==> config.mk <==
export PLATFORM = sky130hd
export DESIGN_NAME = universal_gate_sweeper
export DESIGN_NICKNAME = d
export VERILOG_FILES = /design/src/rtl/universal_gate_sweeper.sv
export SDC_FILE = /design/constraint.sdc
export NUM_CORES = 1
export LEC_CHECK = 0
export CORE_ASPECT_RATIO = 1.4
export CORE_UTILIZATION = 45
export DETAILED_ROUTE_END_ITERATION = 16
export PLACE_DENSITY = 0.71
export SYNTH_ARGS = -nofsm -noshare
export SYNTH_HDL_FRONTEND = slang
export SYNTH_SLANG_ARGS = --single-unit
==> constraint.sdc <==
create_clock -name clk -period 2.1 [get_ports clk]
set_input_delay 0.315 -clock clk [delete_from_list [all_inputs] [get_ports clk]]
set_output_delay 0.315 -clock clk [all_outputs]
set_load 0.02 [all_outputs]
==> src/rtl/universal_gate_sweeper.sv <==
// Sweeps a NAND/NOR gate through {a,b}=0..3, samples after SETTLE_CYCLES and records per-vector mismatches.
// Each vector takes SETTLE_CYCLES+2 cycles; start is ignored while busy or in DONE.
module universal_gate_sweeper #(
  parameter int SETTLE_CYCLES = 2,
  parameter int CNT_W         = 4
) (
  input  logic       clk,
  input  logic       rst_n,
  input  logic       start,
  output logic       a_out,
  output logic       b_out,
  input  logic       ynand_in,
  input  logic       ynor_in,
  output logic       busy,
  output logic       done,
  output logic       pass,
  output logic [3:0] nand_fail_mask,
  output logic [3:0] nor_fail_mask,
  output logic [2:0] err_count,
  output logic [1:0] vec_idx
);

  typedef enum logic [2:0] {S_IDLE, S_APPLY, S_SETTLE, S_SAMPLE, S_DONE} state_t;

  state_t           state;
  logic [CNT_W-1:0] cnt;
  logic             nand_bad;
  logic             nor_bad;
  logic [3:0]       nand_mask_nxt;
  logic [3:0]       nor_mask_nxt;
  logic [1:0]       vec_nxt;

  always_comb begin
    nand_bad      = ynand_in != ~(a_out & b_out);
    nor_bad       = ynor_in  != ~(a_out | b_out);
    nand_mask_nxt = nand_fail_mask | (4'(nand_bad) << vec_idx);
    nor_mask_nxt  = nor_fail_mask  | (4'(nor_bad)  << vec_idx);
    vec_nxt       = vec_idx + 2'd1;
  end

  always_ff @(posedge clk or negedge rst_n) begin
    if (!rst_n) begin
      state          <= S_IDLE;
      cnt            <= '0;
      a_out          <= 1'b0;
      b_out          <= 1'b0;
      busy           <= 1'b0;
      done           <= 1'b0;
      pass           <= 1'b0;
      nand_fail_mask <= 4'b0000;
      nor_fail_mask  <= 4'b0000;
      err_count      <= 3'd0;
      vec_idx        <= 2'd0;
    end else begin
      done <= 1'b0;
      case (state)
        S_IDLE: begin
          if (start) begin
            state          <= S_APPLY;
            nand_fail_mask <= 4'b0000;
            nor_fail_mask  <= 4'b0000;
            err_count      <= 3'd0;
            pass           <= 1'b0;
            vec_idx        <= 2'd0;
            a_out          <= 1'b0;
            b_out          <= 1'b0;
            busy           <= 1'b1;
          end
        end
        S_APPLY: begin
          cnt   <= CNT_W'(SETTLE_CYCLES);
          state <= (SETTLE_CYCLES == 0) ? S_SAMPLE : S_SETTLE;
        end
        S_SETTLE: begin
          cnt <= cnt - 1'b1;
          if (cnt == CNT_W'(1)) state <= S_SAMPLE;
        end
        S_SAMPLE: begin
          nand_fail_mask <= nand_mask_nxt;
          nor_fail_mask  <= nor_mask_nxt;
          if (nand_bad || nor_bad) err_count <= err_count + 3'd1;
          if (vec_idx == 2'd3) begin
            // pass must see this vector's result, so it uses the next-state masks
            state <= S_DONE;
            done  <= 1'b1;
            busy  <= 1'b0;
            pass  <= (nand_mask_nxt == 4'b0000) && (nor_mask_nxt == 4'b0000);
          end else begin
            vec_idx <= vec_nxt;
            a_out   <= vec_nxt[1];
            b_out   <= vec_nxt[0];
            state   <= S_APPLY;
          end
        end
        S_DONE:  state <= S_IDLE;
        default: state <= S_IDLE;
      endcase
    end
  end

endmodule

=== Word-level counts from Yosys, hierarchy flattened ===
Cells that the tools add are included.

* Reduce and logical (&&, ||, !) cells: 12
* Bitwise logic cells: 6
* Shifts and indexed selects: 2
* $add $sub $neg: 3
* Equality and inequality tests: 12
* Muxes and demuxes: 26

{| class="wikitable"
|+ Operator list
! cell !! number
|-
| one-hot mux 4 bit (2 select lines) || 3
|-
| 2-to-1 mux 3 bit || 5
|-
| one-hot mux 3 bit (4 select lines) || 1
|-
| inequality test 2 bit (second input constant) || 5
|-
| AND reduction 3 bit || 3
|-
| zero test 4 bit || 2
|-
| 2-to-1 mux 1 bit || 8
|-
| OR 4 bit || 2
|-
| one-hot mux 1 bit (2 select lines) || 4
|-
| << shifter 1 x 2 -> 4 bit || 2
|-
| == test 3 x 2 -> 1 bit (second input constant) || 2
|-
| one-hot mux 3 bit (2 select lines) || 1
|-
| == test 4 x 1 -> 1 bit (second input constant) || 1
|-
| 2-to-1 mux 2 bit || 2
|-
| 2-to-1 mux 4 bit || 1
|-
| one-hot mux 2 bit (2 select lines) || 1
|-
| AND reduction 2 bit || 2
|-
| nonzero test 2 bit || 2
|-
| subtractor 4 x 1 -> 4 bit (second input constant) || 1
|-
| adder 3 x 1 -> 3 bit (second input constant) || 1
|-
| == test 3 x 1 -> 1 bit (second input constant) || 1
|-
| zero test 3 bit || 1
|-
| adder 2 x 1 -> 2 bit (second input constant) || 1
|-
| == test 2 bit (second input constant) || 1
|-
| other kinds (6) || 8
|}

* Register bits: 25
* Logic and storage cells: 72
* Output and inout bits: 18

=== Depth between registers and ports, before layout ===
Gate-level depths: netlist (run 1).

* Depth after elaboration: 9
* Gate-level depth with buffers: 6
* Gate-level depth less buffers: 6

=== Least setup slack after synthesis (run 1) ===
OpenSTA, ideal clock, no wires.

* Path type: register to register
* From: reg vec_idx[1] (netlist name)
* To: reg err_count[2]
* Path slack: 0.482 ns
* Setup time: 0.133 ns
* Data required time: 1.967 ns
* Arrival: 1.485 ns
* Cell stages (with the launch flop): 7
* Cell sequence: dfrtp_1 > inv_1 > ha_1 > xnor2_1 > a21oi_1 > nand2_1 > mux2i_1

{| class="wikitable"
|+ RTL lines
! what !! line !! text
|-
| end signal: assignment || 81 || <nowiki>if (nand_bad || nor_bad) err_count <= err_count + 3'd1;</nowiki>
|-
| end: declaration || 19 || <nowiki>output logic [2:0] err_count,</nowiki>
|}

=== Worst setup path in the final report (run 1) ===
* From: reg vec_idx[0]
* To: out vec_idx[0]

{| class="wikitable"
|+ RTL lines
! what !! line !! text
|-
| start: declaration || 20 || <nowiki>output logic [1:0] vec_idx</nowiki>
|-
| start signal: assignment || 89 || <nowiki>vec_idx <= vec_nxt;</nowiki>
|}

No word-level cell between the ends.

==> metrics.cfg, run 1 <==
[die]
initial_utilization_pct = 47.3
ios = 23
die_h_um = 61.3
design.die.area_um2 = 2720
num_rows = 21
coreArea_um2 = 2390
die_x_um = 44.4

[placed_design]
hpwl_um = 1640
portBuffers = 22
place_congestion = 0.811
placed_cell_area_um2 = 1360

[finish]
final_util_pct = 58.0
fillers = 219
final_common_cell = dfrtp_1
diodes = 0
final_cell_mix = dfrtp_1, clkdlybuf4s50_1, nor2_1
multi_input_area_um2 = 488
regArea_um2 = 576
final_area_um2 = 1390
syn_to_final_growth_pct = 22.7
layout-drive-gt1-share_pct = 7.35
fin_nets = 148

[logic_synthesis]
ys_ff_latch = 23
synth_top_area_share_pct = 50.9
synth_area_um2 = 1130
synth.net_count = 126
syn_area_per_cell_um2 = 9.84
yosysSeqAreaShare_pct = 50.9
netlist.top_cell.by_area = dfrtp_1
ys_warn_count = 0
synthDistinctLibCells = 32
synthCells = 115
synthTopCellsByArea = dfrtp_1, ha_1, nor2_1

[power]
power_density_nw_per_um2 = 1380
peakVddDrop_uv = 776
p_leak_uw = 0.000644

[routing]
dr.pass1.iters = 4
drt-vias-per-instance = 5.27
routed_wirelength_um = 2240
drtIter0Drc = 22
final_antenna_net_count = 0
vias = 896
drc = 0
wl_per_cell_um = 13.2

[grt]
antenna_found_initial = 0
grt_pass1_wl_um = 3850
grt.total_usage_pct = 19.0
grt_pass1_vias = 879
grt_start_max_net_pins = 24
grt-ovfl-total = 0

[timing]
max_freq_mhz = 534
rsz0062_at_grt = no
setup_tns_ns = 0
finalSetupViolations = 0
worstMarginPinSlew_ns = 0.371
period_share_pct = 89.1
slew_violations = 0
skew_ns = 0.00806
fin_crit_ns = 1.87
hold_viol_final = 0
slew-limit-headroom_pct = 75.3

[setup_path]
critPathBufInv = 1
cp-end-kind = primary output
crit_chain = clkdlybuf4s50_1
critPathLaunchType = flip-flop
critPathTopFamily = buffers and inverters
worstPathRequired_ns = 1.78
cpMaxStageDelayCell = clkdlybuf4s50_1
crit_fanout = 10
path_class = flip-flop to primary output
worst_ep_arrival_time_ns = 1.56
max_stage_delay_ns = 0.68

[hold_path]
hold_path_class = primary input to async pin

[clock_tree]
cts_hold_buf = 0
htree_levels = 1
path_clk_slew_ns = 0.14
cts_tree = yes
cts_resized = 0
cts_buffers = 3
clock-sinks = 23
insertion_delay_ns = 0.32
cts_root_buf = clkbuf_4
clockBufferDepth = 2
cts_setup_buffers = 0

[flow_run]
drv_cap = 0

[outcome]
outcome = finished clean

cell families after synthesis:
| logic type | after synthesis | share of synthesized area, % |
|---|---|---|
| fa+ha+maj | 6 | 6.64 |
| buf+inv | 13 | 5.97 |
| simple gates | 40 | 17.1 |
| flops | 23 | 50.9 |
| xor+xnor | 3 | 2.32 |
| compound gates | 27 | 14.3 |
| mux | 3 | 2.77 |
sequential cells by signal, summed over array words and instances, names as in the netlist:
| signal | cells |
|---|---|
| nor_fail_mask | 4 |
| cnt | 4 |
| vec_idx | 2 |
| state | 3 |
| busy | 1 |
| err_count | 3 |
| nand_fail_mask | 4 |
| pass | 1 |
| done | 1 |
where the power goes:
group	internal, µW	switching (µW)
Combinational	436	493
Clock	71.2	139
Sequential	588	194
through the flow:
stage / hold WS [ns] / cells / setup slack (ns) / power, µW
floorplan: 0.0194 / 115 / 0.482 / 1400
global placement: 0.465 / 166 / 0.474 / 1690
detailed placement: 0.478 / 166 / 0.409 / 1720
CTS: 0.344 / 170 / 0.226 / 1930
global route: 0.355 / 170 / 0.164 / 2080
finish: 0.330 / 170 / 0.229 / 1920
metal layers:
metal  part of all wire (%)  vias to the layer above  routed length (µm)  GRT usage, %
li1                       -                      435                   -             -
met1                     48                      435                1070          25.0
met2                     47                       21                1060          30.5
met3                    3.1                        5                  69          3.23
met4                    1.7                        0                  38          8.66
met5                      0                        -                   0             0
synthesized netlist by cell type:
| cell | number |
|---|---|
| inv_1 | 6 |
| nor2_1 | 16 |
| o2bb2ai_1 | 1 |
| inv_2 | 1 |
| nor4_1 | 2 |
| a22oi_1 | 1 |
| a22o_1 | 3 |
| mux2i_1 | 2 |
| dfrtp_1 | 23 |
| mux2_2 | 1 |
| buf_4 | 2 |
| ha_1 | 6 |
| xor2_1 | 1 |
| a21oi_1 | 10 |
| nand3_1 | 2 |
| buf_6 | 1 |
| nor3_1 | 3 |
| or4_4 | 1 |
| nand2_1 | 10 |
| xnor2_1 | 2 |
| or2_2 | 1 |
| o21ai_1 | 1 |
| a2bb2oi_1 | 1 |
| a31oi_1 | 2 |
| o21ai_0 | 7 |
| and3_1 | 1 |
| buf_2 | 3 |
| nand3b_1 | 1 |
| nor4bb_1 | 1 |
| nor3b_1 | 1 |
| nor3_2 | 1 |
| o211ai_1 | 1 |
layout make-up:
class / count / share of cell area, %
Timing Repair Buffer: 23 / 16.4
Clock inverter: 1 / 0.361
Inverter: 7 / 1.89
Tap cell: 34 / 3.07
Clock buffer: 3 / 1.62
Sequential cell: 23 / 41.5
Multi-Input combinational cell: 79 / 35.2
final timing paths:
| check | to | cells past startpoint | startpoint | slack [ns] |
|---|---|---|---|---|
| max reg2reg | err_count[2] | 6 | vec_idx[0] | 0.39 |
| min | nand_fail_mask[0] | 2 | rst_n | 0.33 |
| max | vec_idx[0] | 1 | vec_idx[0] | 0.23 |
| min in group clk | err_count[2] | 1 | err_count[2] | 0.49 |
| max in group asynchronous | pass | 2 | rst_n | 1.54 |
| min reg2reg | err_count[2] | 1 | err_count[2] | 0.49 |
(Power assumes the default switching activity.)
==> run 2: changes to the inputs <==
CORE_ASPECT_RATIO = unset   (was 1.4)
CORE_UTILIZATION = 49   (was 45)
PLACE_DENSITY = 0.77   (was 0.71)
==> metrics.cfg, run 2 (synthesized netlist as in run 1, its figures left out) <==
[finish]
top_regs = cnt: 4 flops, nand_fail_mask: 4 flops, nor_fail_mask: 4 flops
diodes = 0  ; unchanged
syn_to_final_growth_pct = 21.9
fin_nets = 148  ; unchanged
final_common_cell = dfrtp_1
layout-drive-gt1-share_pct = 6.62  ; -0.74 points
final_area_um2 = 1380  ; -0.63%
final_cell_mix = dfrtp_1, clkdlybuf4s50_1, nor2_1
final_cells = 164  ; -3.5%

[routing]
final_antenna_net_count = 0  ; unchanged
drc = 0  ; unchanged
m1WireLength_um = 1060  ; -1.5%
routed_wirelength_um = 2360  ; +5.0%
drt-vias-per-instance = 5.57  ; +5.6%
drtIter0Drc = 21  ; -4.5%
dr_wl_met2_um = 1150  ; +8.6%
wl_per_cell_um = 14.4  ; +8.9%
routed-wl-met3_um = 103  ; +49%
dr.pass1.iters = 4  ; unchanged
top_layer_used = met4
vias = 913  ; +1.9%

[hold_path]
hold_path_class = primary input to async pin

[grt]
antenna_found_initial = 0  ; unchanged
grt_start_max_net_pins = 24  ; unchanged
grt.total_usage_pct = 21.7  ; +2.8 points
grt_pass1_vias = 919  ; +4.6%
grt_pass1_wl_um = 4080  ; +6.1%
grt-ovfl-total = 0  ; unchanged

[flow_run]
drv_cap = 0  ; unchanged

[timing]
slew-limit-headroom_pct = 74.1  ; -1.2 points
rsz0062_at_grt = no
whs_ns = 0.340  ; +0.00980 ns
hold_viol_final = 0  ; unchanged
period_share_pct = 87.4  ; -1.7 points
worstMarginPinSlew_ns = 0.386  ; +0.0153 ns
setup_tns_ns = 0  ; unchanged
max_freq_mhz = 545  ; +1.9%
slew_violations = 0  ; unchanged
skew_ns = 0.00179  ; -0.00627 ns
finalSetupViolations = 0  ; unchanged
fin_crit_ns = 1.84  ; -0.0348 ns

[clock_tree]
clock-sinks = 23  ; unchanged
cts_tree = yes
cts_setup_buffers = 0  ; unchanged
cts_buffers = 3  ; unchanged
cts_resized = 0  ; unchanged
insertion_delay_ns = 0.30  ; -0.02 ns
cts_root_buf = clkbuf_4
cts_hold_buf = 0  ; unchanged
htree_levels = 1  ; unchanged
clockBufferDepth = 2  ; unchanged
path_clk_slew_ns = 0.12  ; -0.02 ns

[power]
finalPower_uw = 1920  ; +0.18%
power_density_nw_per_um2 = 1400  ; +0.82%
peakVddDrop_uv = 849  ; +9.3%
p_leak_uw = 0.000642  ; -0.42%

[placed_design]
portBuffers = 22  ; unchanged
placed_cell_area_um2 = 1350  ; -0.55%
hpwl_um = 1750  ; +6.7%
place_congestion = 0.799  ; -1.5%
place_inst = 160  ; -3.6%

[die]
initial_utilization_pct = 51.6  ; +4.3 points
coreArea_um2 = 2190  ; -8.4%
design.die.area_um2 = 2500  ; -7.9%
num_rows = 17  ; -19%
ios = 23  ; unchanged
die_h_um = 50.0  ; -18%
die_x_um = 50.0  ; +13%

[setup_path]
critPathTopFamily = buffers and inverters
r2r_start = vec_idx[1]
cp-end-kind = primary output
crit_fanout = 10  ; unchanged
max_stage_delay_ns = 0.68  ; about the same
rrSetupSlack_ns = 0.43  ; +0.04 ns
critPathBufInv = 1  ; unchanged
crit_start = vec_idx[1]
crit_chain = clkdlybuf4s50_1
worstPathRequired_ns = 1.78  ; about the same
worst_ep_arrival_time_ns = 1.52  ; -0.04 ns
cpMaxStageDelayCell = clkdlybuf4s50_1
path_class = flip-flop to primary output
critPathLaunchType = flip-flop

[outcome]
outcome = finished clean

## run 2: where the power goes
part	total (µW)	internal (µW)	leakage (µW)	switching [µW]
Combinational	947	438	0.000327	510
Sequential	776	588	0.000299	188
Clock	201	74.1	0.0000150	127
Total	1920	1100	0.000642	825
## run 2: stage by stage
step	utilization, %	setup slack, ns
2_1_floorplan	-	0.482
3_3_place_gp	61.7	0.496
3_5_place_dp	61.7	0.448
4_1_cts	62.9	0.261
5_1_grt	62.9	0.181
6_report	62.9	0.264
## run 2: final timing paths
check | end | depth (start not counted)
worst max-delay path | a_out | 1
worst min-delay path | cnt[3] | 2
worst max register to register | err_count[2] | 6
worst min register to register | err_count[2] | 1
max in group asynchronous | nor_fail_mask[2] | 2
min in group clk | err_count[2] | 1
## run 2: cell type report
type / instances / area, µm²
clock buffer: 4 / 26.3
sequential: 23 / 576
multi-input combinational: 79 / 488
fill: 189 / 812
timing repair buffer: 23 / 228
tap: 28 / 35.0
inverter: 7 / 26.3
## run 2: routing by layer
metal | vias up | global-route usage (%)
met5 | - | 0
met2 | 28 | 36.9
met1 | 439 | 26.5
met3 | 7 | 4.63
li1 | 439 | -
met4 | 0 | 8.57
==> run 3: changes to the inputs <==
PLACE_DENSITY = unset   (was 0.77)
PLACE_DENSITY_LB_ADDON = 0.12   (was unset)
==> metrics.cfg, run 3 (synthesized netlist as in run 1, its figures left out) <==
[timing]
slew_violations = 0  ; unchanged
skew_ns = 0.0102  ; +0.00840 ns
period_share_pct = 89.7  ; +2.2 points
setup_tns_ns = 0  ; unchanged
fin_crit_ns = 1.88  ; +0.0466 ns
finalSetupViolations = 0  ; unchanged
worstMarginPinSlew_ns = 0.369  ; -0.0173 ns
max_freq_mhz = 531  ; -2.5%
rsz0062_at_grt = no
hold_viol_final = 0  ; unchanged
finalWorstSetupSlack_ns = 0.217  ; -0.0466 ns
slew-limit-headroom_pct = 75.4  ; +1.4 points

[grt]
grt_pass1_vias = 870  ; -5.3%
grt_start_max_net_pins = 24  ; unchanged
grt-ovfl-total = 0  ; unchanged
antenna_found_initial = 0  ; unchanged
grt.total_usage_pct = 20.3  ; -1.5 points
grt_pass1_wl_um = 3660  ; -10%

[setup_path]
cpMaxStageDelayCell = clkdlybuf4s50_1
critPathLaunchType = flip-flop
max_stage_delay_ns = 0.68  ; about the same
worst_ep_arrival_time_ns = 1.57  ; +0.05 ns
crit_fanout = 10  ; unchanged
crit_chain = clkdlybuf4s50_1
critPathBufInv = 1  ; unchanged
path_class = flip-flop to primary output
worstPathRequired_ns = 1.78  ; about the same
critPathTopFamily = buffers and inverters
cp-end-kind = primary output

[clock_tree]
clock-sinks = 23  ; unchanged
cts_root_buf = clkbuf_4
path_clk_slew_ns = 0.13  ; about the same
cts_buffers = 3  ; unchanged
cts_setup_buffers = 0  ; unchanged
insertion_delay_ns = 0.32  ; +0.02 ns
clockBufferDepth = 2  ; unchanged
htree_levels = 1  ; unchanged
cts_tree = yes
cts_hold_buf = 0  ; unchanged
cts_resized = 0  ; unchanged

[placed_design]
portBuffers = 22  ; unchanged
placed_cell_area_um2 = 1350  ; unchanged
place_congestion = 0.806  ; +0.96%
pre_cts_ws_ns = 0.386  ; -0.0618 ns
hpwl_um = 1590  ; -9.2%

[finish]
final_area_um2 = 1380  ; unchanged
syn_to_final_growth_pct = 21.9  ; unchanged
fillers = 211  ; +12%
diodes = 0  ; unchanged
final_cell_mix = dfrtp_1, clkdlybuf4s50_1, nor2_1
fin_nets = 148  ; unchanged
layout-drive-gt1-share_pct = 6.62  ; unchanged
top_regs = cnt: 4 flops, nand_fail_mask: 4 flops, nor_fail_mask: 4 flops
final_common_cell = dfrtp_1

[die]
die_h_um = 50.0  ; unchanged
initial_utilization_pct = 51.6  ; unchanged
ios = 23  ; unchanged
design.die.area_um2 = 2500  ; unchanged
coreArea_um2 = 2190  ; unchanged
die_x_um = 50.0  ; unchanged
num_rows = 17  ; unchanged

[routing]
wl_per_cell_um = 13.2  ; -8.1%
dr.pass1.iters = 4  ; unchanged
routed_wirelength_um = 2160  ; -8.1%
vias = 869  ; -4.8%
drc = 0  ; unchanged
drtIter0Drc = 16  ; -24%
final_antenna_net_count = 0  ; unchanged
drt-vias-per-instance = 5.30  ; -4.8%

[power]
peakVddDrop_uv = 853  ; +0.50%
p_leak_uw = 0.000642  ; unchanged
power_density_nw_per_um2 = 1390  ; -0.65%

[flow_run]
drv_cap = 0  ; unchanged

[outcome]
outcome = finished clean

[hold_path]
hold_path_class = primary input to async pin

## run 3: cell counts in the layout (fill, tap and decap cells not counted)
No cell type changed its count.
## run 3: report_power, final
group	leakage, µW	total (µW)	switching [µW]	internal, µW
clock	0.0000150	209	134	74.5
sequential	0.000299	774	187	588
combinational	0.000327	929	493	437
total	0.000642	1910	813	1100
## run 3: metal layers
metal / up-vias / GRT usage (%) / share of wire (%)
met2: 28 / 28.9 / 44
met4: 0 / 14.8 / 2.6
met1: 395 / 27.0 / 49
met3: 5 / 4.01 / 4.0
li1: 441 / - / -
met5: - / 0 / 0
## run 3: worst paths after layout
| check | startpoint | end | slack (ns) | cells past startpoint |
|---|---|---|---|---|
| max reg2reg | vec_idx[1] | err_count[2] | 0.39 | 6 |
| max | vec_idx[0] | b_out | 0.22 | 1 |
| max in group asynchronous | rst_n | err_count[0] | 1.54 | 2 |
| min reg2reg | err_count[2] | err_count[2] | 0.50 | 1 |
| min | rst_n | cnt[2] | 0.32 | 2 |
| min in group clk | err_count[2] | err_count[2] | 0.50 | 1 |
## run 3: final cells by class
type	instances	area [µm²]	area share, %
timing repair buffer	23	228	16.5
inverter	7	26.3	1.91
tap	28	35.0	2.54
sequential	23	576	41.7
clock buffer	4	26.3	1.91
multi-input combinational	79	488	35.4
## run 3: metrics by stage
step	hold WS (ns)	std cells	utilization [%]	power [µW]
6_report	0.324	164	62.9	1910
5_1_grt	0.345	164	62.9	2070
4_1_cts	0.328	164	62.9	1930
3_5_place_dp	0.494	160	61.7	1710
3_3_place_gp	0.458	160	61.7	1690
2_1_floorplan	0.0194	115	-	1400
